--- config.mk ---
export PLATFORM = sky130hd
export DESIGN_NAME = led_row_scanner_flat
export DESIGN_NICKNAME = d
export VERILOG_FILES = /design/src/rtl/led_row_scanner_if.sv /design/src/rtl/led_row_scanner.sv /design/src/flat_wrapper.sv
export SDC_FILE = /design/constraint.sdc
export NUM_CORES = 1
export LEC_CHECK = 0
export ABC_AREA = 0
export CORE_UTILIZATION = 50
export DETAILED_ROUTE_END_ITERATION = 8
export MAX_ROUTING_LAYER = met4
export PLACE_DENSITY_LB_ADDON = 0.1
export SLEW_MARGIN = 20
export SYNTH_ARGS = -nofsm -noshare
export SYNTH_HDL_FRONTEND = slang
export SYNTH_SLANG_ARGS = --single-unit
export TNS_END_PERCENT = 20
--- constraint.sdc ---
create_clock -name clk -period 4.7 [get_ports clk]
set_input_delay 0.705 -clock clk [delete_from_list [all_inputs] [get_ports clk]]
set_output_delay 0.705 -clock clk [all_outputs]
set_load 0.02 [all_outputs]
--- src/rtl/led_row_scanner_if.sv ---
// rtl/led_row_scanner_if.sv - host/display bundle for the LED row scanner
interface led_row_scanner_if;
  logic       enable;
  logic       wr_en;
  logic [2:0] wr_row;
  logic [7:0] wr_data;
  logic       swap_req;
  logic [2:0] ROW_SEL;
  logic       ROW_EN;
  logic [7:0] COL;
  logic       swap_ack;
  logic       frame_done;

  modport master (
    output enable, wr_en, wr_row, wr_data, swap_req,
    input  ROW_SEL, ROW_EN, COL, swap_ack, frame_done
  );

  modport slave (
    input  enable, wr_en, wr_row, wr_data, swap_req,
    output ROW_SEL, ROW_EN, COL, swap_ack, frame_done
  );
endinterface

--- src/rtl/led_row_scanner.sv ---
// rtl/led_row_scanner.sv - double-buffered 8x8 LED row-scan controller
module led_row_scanner #(
  parameter int DWELL = 1000,
  parameter int BLANK = 16
) (
  input  logic               clk,
  input  logic               reset,
  led_row_scanner_if.slave   bus
);

  localparam int CMAX = (DWELL > BLANK) ? DWELL : BLANK;
  localparam int CW   = $clog2(CMAX + 1);
  localparam logic [CW-1:0] BLANK_LD = CW'(BLANK - 1);
  localparam logic [CW-1:0] DWELL_LD = CW'(DWELL - 1);

  typedef enum logic [1:0] {S_IDLE, S_BLANK, S_DRIVE} state_t;

  state_t          state, state_nxt;
  logic [CW-1:0]   cnt, cnt_nxt;
  logic [2:0]      row, row_nxt;
  logic            bank_sel;
  logic            pending;
  logic [7:0]      mem [2][8];

  logic            frame_end;
  logic            swap_go;

  logic [2:0]      row_sel_q, row_sel_nxt;
  logic            row_en_q, row_en_nxt;
  logic [7:0]      col_q, col_nxt;
  logic            ack_q, done_q;

  assign bus.ROW_SEL    = row_sel_q;
  assign bus.ROW_EN     = row_en_q;
  assign bus.COL        = col_q;
  assign bus.swap_ack   = ack_q;
  assign bus.frame_done = done_q;

  // Last dwell cycle of row 7 is the only in-frame point where banks may swap;
  // a disabled display swaps immediately so software is never blocked.
  assign frame_end = bus.enable && (state == S_DRIVE) && (cnt == '0) && (row == 3'd7);
  assign swap_go   = (pending || bus.swap_req) && (frame_end || !bus.enable);

  // State, dwell/blank counter and row index registers
  always_ff @(posedge clk) begin
    if (reset) begin
      state <= S_IDLE;
      cnt   <= '0;
      row   <= '0;
    end else begin
      state <= state_nxt;
      cnt   <= cnt_nxt;
      row   <= row_nxt;
    end
  end

  // Next-state: blank/drive sequencing over rows 0..7, enable low forces idle
  always_comb begin
    state_nxt = state;
    cnt_nxt   = cnt;
    row_nxt   = row;
    if (!bus.enable) begin
      state_nxt = S_IDLE;
      cnt_nxt   = '0;
      row_nxt   = '0;
    end else begin
      case (state)
        S_IDLE: begin
          state_nxt = S_BLANK;
          cnt_nxt   = BLANK_LD;
          row_nxt   = '0;
        end
        S_BLANK: begin
          if (cnt == '0) begin
            state_nxt = S_DRIVE;
            cnt_nxt   = DWELL_LD;
          end else begin
            cnt_nxt = cnt - 1'b1;
          end
        end
        S_DRIVE: begin
          if (cnt == '0) begin
            state_nxt = S_BLANK;
            cnt_nxt   = BLANK_LD;
            row_nxt   = row + 3'd1;
          end else begin
            cnt_nxt = cnt - 1'b1;
          end
        end
        default: begin
          state_nxt = S_IDLE;
          cnt_nxt   = '0;
          row_nxt   = '0;
        end
      endcase
    end
  end

  // Output decode from the upcoming state; column data latched on drive entry
  always_comb begin
    row_sel_nxt = (state_nxt == S_IDLE) ? 3'd0 : row_nxt;
    row_en_nxt  = (state_nxt == S_DRIVE);
    col_nxt     = 8'h00;
    if (state_nxt == S_DRIVE) begin
      col_nxt = (state == S_DRIVE) ? col_q : mem[bank_sel][row_nxt];
    end
  end

  // Registered outputs, bank select, swap pending flag and frame buffers
  always_ff @(posedge clk) begin
    if (reset) begin
      row_sel_q <= '0;
      row_en_q  <= 1'b0;
      col_q     <= '0;
      ack_q     <= 1'b0;
      done_q    <= 1'b0;
      bank_sel  <= 1'b0;
      pending   <= 1'b0;
      for (int b = 0; b < 2; b++) begin
        for (int r = 0; r < 8; r++) begin
          mem[b][r] <= '0;
        end
      end
    end else begin
      row_sel_q <= row_sel_nxt;
      row_en_q  <= row_en_nxt;
      col_q     <= col_nxt;
      ack_q     <= swap_go;
      done_q    <= frame_end;
      pending   <= swap_go ? 1'b0 : (pending || bus.swap_req);
      if (swap_go) begin
        bank_sel <= ~bank_sel;
      end
      // Write targets the pre-swap back bank so it appears in the new front
      if (bus.wr_en) begin
        mem[~bank_sel][bus.wr_row] <= bus.wr_data;
      end
    end
  end

endmodule

--- src/flat_wrapper.sv ---
// flat-port wrapper written by rule: the top's interface ports become plain ports
module led_row_scanner_flat 
#(
  parameter int DWELL = 1000,
  parameter int BLANK = 16
)
  (clk, reset, bus_enable, bus_wr_en, bus_wr_row, bus_wr_data, bus_swap_req, bus_ROW_SEL, bus_ROW_EN, bus_COL, bus_swap_ack, bus_frame_done);
  led_row_scanner_if bus_i ();
  input  logic clk;
  input  logic reset;
  input wire logic [$bits(bus_i.enable)-1:0] bus_enable;
  input wire logic [$bits(bus_i.wr_en)-1:0] bus_wr_en;
  input wire logic [$bits(bus_i.wr_row)-1:0] bus_wr_row;
  input wire logic [$bits(bus_i.wr_data)-1:0] bus_wr_data;
  input wire logic [$bits(bus_i.swap_req)-1:0] bus_swap_req;
  output wire logic [$bits(bus_i.ROW_SEL)-1:0] bus_ROW_SEL;
  output wire logic [$bits(bus_i.ROW_EN)-1:0] bus_ROW_EN;
  output wire logic [$bits(bus_i.COL)-1:0] bus_COL;
  output wire logic [$bits(bus_i.swap_ack)-1:0] bus_swap_ack;
  output wire logic [$bits(bus_i.frame_done)-1:0] bus_frame_done;
  assign bus_i.enable = bus_enable;
  assign bus_i.wr_en = bus_wr_en;
  assign bus_i.wr_row = bus_wr_row;
  assign bus_i.wr_data = bus_wr_data;
  assign bus_i.swap_req = bus_swap_req;
  assign bus_ROW_SEL = bus_i.ROW_SEL;
  assign bus_ROW_EN = bus_i.ROW_EN;
  assign bus_COL = bus_i.COL;
  assign bus_swap_ack = bus_i.swap_ack;
  assign bus_frame_done = bus_i.frame_done;
  led_row_scanner #(.DWELL(DWELL), .BLANK(BLANK)) u_core (.clk(clk), .reset(reset), .bus(bus_i));
endmodule
==> impl_metrics.yaml <==
route:
  via_per_inst: 6.034
  vias: 4990
  firstDrtPassIters: 5
  drc: 0
  antenna_left: 0
  drtIter0Drc: 676
  wire_per_inst_um: 22.43
  wirelength_um: 18550
global_routing:
  grt-ovfl-total: 0
  grt_util_all_layers_pct: 27.85
  grt_pass1_wl_um: 28160
  grt_max_degree: 41
  antenna_found_initial: 0
  grt_pass1_vias: 4724
worst_setup_path:
  crit_type: "reg2reg"
  path_max_fanout: 28
  critical_path.startpoint: "u_core.cnt[0]"
  slowest_stage: "o21a_1"
  max_stage_delay_ns: 0.72
  r2r_start: "u_core.cnt[0]"
  cp_num_buf_inv: 2
  crit_chain: "inv_1, ha_1, or4b_4, nor4_4, o21a_1, buf_4, o21ai_0, nand3_1, o2111ai_1, o32ai_1"
  critPathCaptureType: "flop"
  cp.arrival_ns: 3.64
  cp_top_family: "compound AO/OA/AOI/OAI gates"
  crit_required_ns: 5.04
  start_kind: "flop"
timing:
  skew_ns: 0.005204
  period_minus_slack_ns: 3.297
  hold_viol_final: 0
  finalMaxSlewViolations: 0
  clock.fmax_ghz: 0.3033
  slew_headroom_pct: 35.33
  rsz0062_at_grt: "no"
  holdWs_ns: 0.4768
  setup_viol: 0
  worst_pin_slew_ns: 0.9626
  finalSetupTns_ns: 0
  post-route-period-util_pct: 70.14
logic_synthesis:
  ys_top_cells_by_count: "edfxtp_1 (128), nor2_1 (92), nand3_1 (83), o21ai_0 (42), dfxtp_1 (32)"
  synth_area_leaders: "edfxtp_1 (54%), dfxtp_1 (9.0%), nand3_1 (5.9%), nor2_1 (4.9%), o21ai_0 (3.0%)"
  syn_area_um2: 7101
  synth-edff-count: 128
  ys_types: 59
  synth_cells: 608
  syn_nets: 631
  synth_top_area_cell: "edfxtp_1"
  ys_warn_count: 0
  syn_avg_cell_area_um2: 11.68
  yosysTopAreaCellShare_pct: 54.13
  yosysMostFrequentCell: "edfxtp_1"
  synth_ff_type: "edfxtp_1"
  synth_seq_cells: 160
  ys_async_sr_fraction_pct: 0
  yosysSeqAreaShare_pct: 63.15
finish:
  num-fill-cells: 1197
  n_antenna_cell: 0
  multiInputGateArea_um2: 2376
  seq_area_um2: 4484
  drive_gt1_share_pct: 10.51
  area_delta_synth_final_pct: 13.39
  fin_util_pct: 58.00
  finalNetCount: 657
clock_network:
  cts-root-buf: "clkbuf_16"
  cts_tree: "yes"
  cts_setup_buffers: 0
  cts-resized-gates: 0
  numClockSinks: 160
  clkTransAtPathRegs_ns: 0.06
  cts_hold_buf: 0
  h-tree-depth: 4
  cts_buffers: 17
  worstSkewPairLatency_ns: 0.44
  cts.path.max_buffers: 2
status:
  outcome: "finished clean"
floorplanning:
  start_util_pct: 51.15
  io_pins: 30
  core-area_um2: 13880
  fp-row-count: 43
  die_h_um: 121.2
  dieArea_um2: 14680
  fp.dieW_um: 121.2
min_path:
  worstHoldStart: "u_core.bus.COL[6]"
  hp-class: "reg2reg"
pwr:
  p_leak_nw: 2.784
  p_per_area_nw_per_um2: 387.2
  peakVddDrop_v: 0.0002356
  power_mw: 3.118
job:
  max_cap_violations: 0
placement:
  numPortBuffers: 29
  hpwl_um: 13000
  place_congestion: 0.9214
## flip-flops by register name, indices dropped and copies added (netlist names), 2 cells and up, named ones only
signal,count
u_core.cnt,10
u_core.bus.ROW_SEL,3
u_core.state,2
u_core.mem,128
u_core.bus.COL,8
u_core.row,3
## worst min-delay path: cells and delay by family, from the launching register on
kind / cells / cell delay (ns)
flops: 1 / 0.31
buf+inv: 1 / 0.06
compound gates: 1 / 0.06
## per-stage QoR
| stage | instances | instance area (um2) | worst slack [ns] |
|---|---|---|---|
| global route | 827 | 8051 | 1.193 |
| global placement | 795 | 7503 | 1.274 |
| floorplan | 608 | 7101 | 1.960 |
| detailed placement | 795 | 7503 | 1.218 |
| finish | 827 | 8051 | 1.403 |
| CTS | 827 | 8051 | 1.397 |
## kinds of logic (layout without fill, tap and decap cells)
kind of cell | after synthesis | after routing | synth area share [%]
AND/OR/NAND/NOR | 254 | 254 | 17.39
buffers and inverters | 50 | 89 | 3.383
multiplexers | 25 | 25 | 3.789
XOR/XNOR | 6 | 6 | 0.7401
AO/OA/AOI/OAI | 106 | 106 | 10.31
adder cells (fa/ha/maj) | 7 | 7 | 1.233
flip-flops | 160 | 160 | 63.15
## cell type report
class	count	area share [%]
clock inverter	13	1.430
multi-input combinational	398	29.51
sequential	160	55.70
clock buffer	19	5.377
timing repair buffer	35	4.165
inverter	22	1.026
tap	180	2.797
## path summary, 6_finish.rpt
check                       to  slack (ns)  cells after the start
max          u_core.bus.COL[3]        1.40                     10
min          u_core.bus.COL[6]        0.48                      2
max reg2reg  u_core.bus.COL[3]        1.40                     10
min reg2reg  u_core.bus.COL[6]        0.48                      2
## placed cells by master, fill, tap and decap left out, types with 5 or more instances in the layout
master           instances
clkdlybuf4s50_1         29
clkinvlp_4               6
o21ai_0                 42
nand3_1                 83
o32ai_1                  8
nand2b_1                 9
dfxtp_1                 32
ha_1                     7
a21oi_1                  6
o2111ai_1                7
a31oi_1                  9
buf_4                    6
mux2i_1                 10
and2_1                  10
a21o_1                   5
nor2_1                  92
edfxtp_1               128
o2bb2ai_1                8
clkbuf_16               17
inv_1                   22
nand2_1                 30
mux2_2                  15
## where the power goes
group | switching [mW] | internal (mW)
Sequential | 0.0258 | 1.59
Combinational | 0.135 | 0.0673
Clock | 0.571 | 0.725
## layer usage
metal | up-vias | routed length, um | track usage (%)
li1 | 2297 | - | -
met1 | 2476 | 8491 | 39.25
met2 | 181 | 8394 | 39.61
met3 | 36 | 1243 | 6.156
met4 | 0 | 419 | 10.11
met5 | - | 0 | -
(Power assumes the default switching activity.)
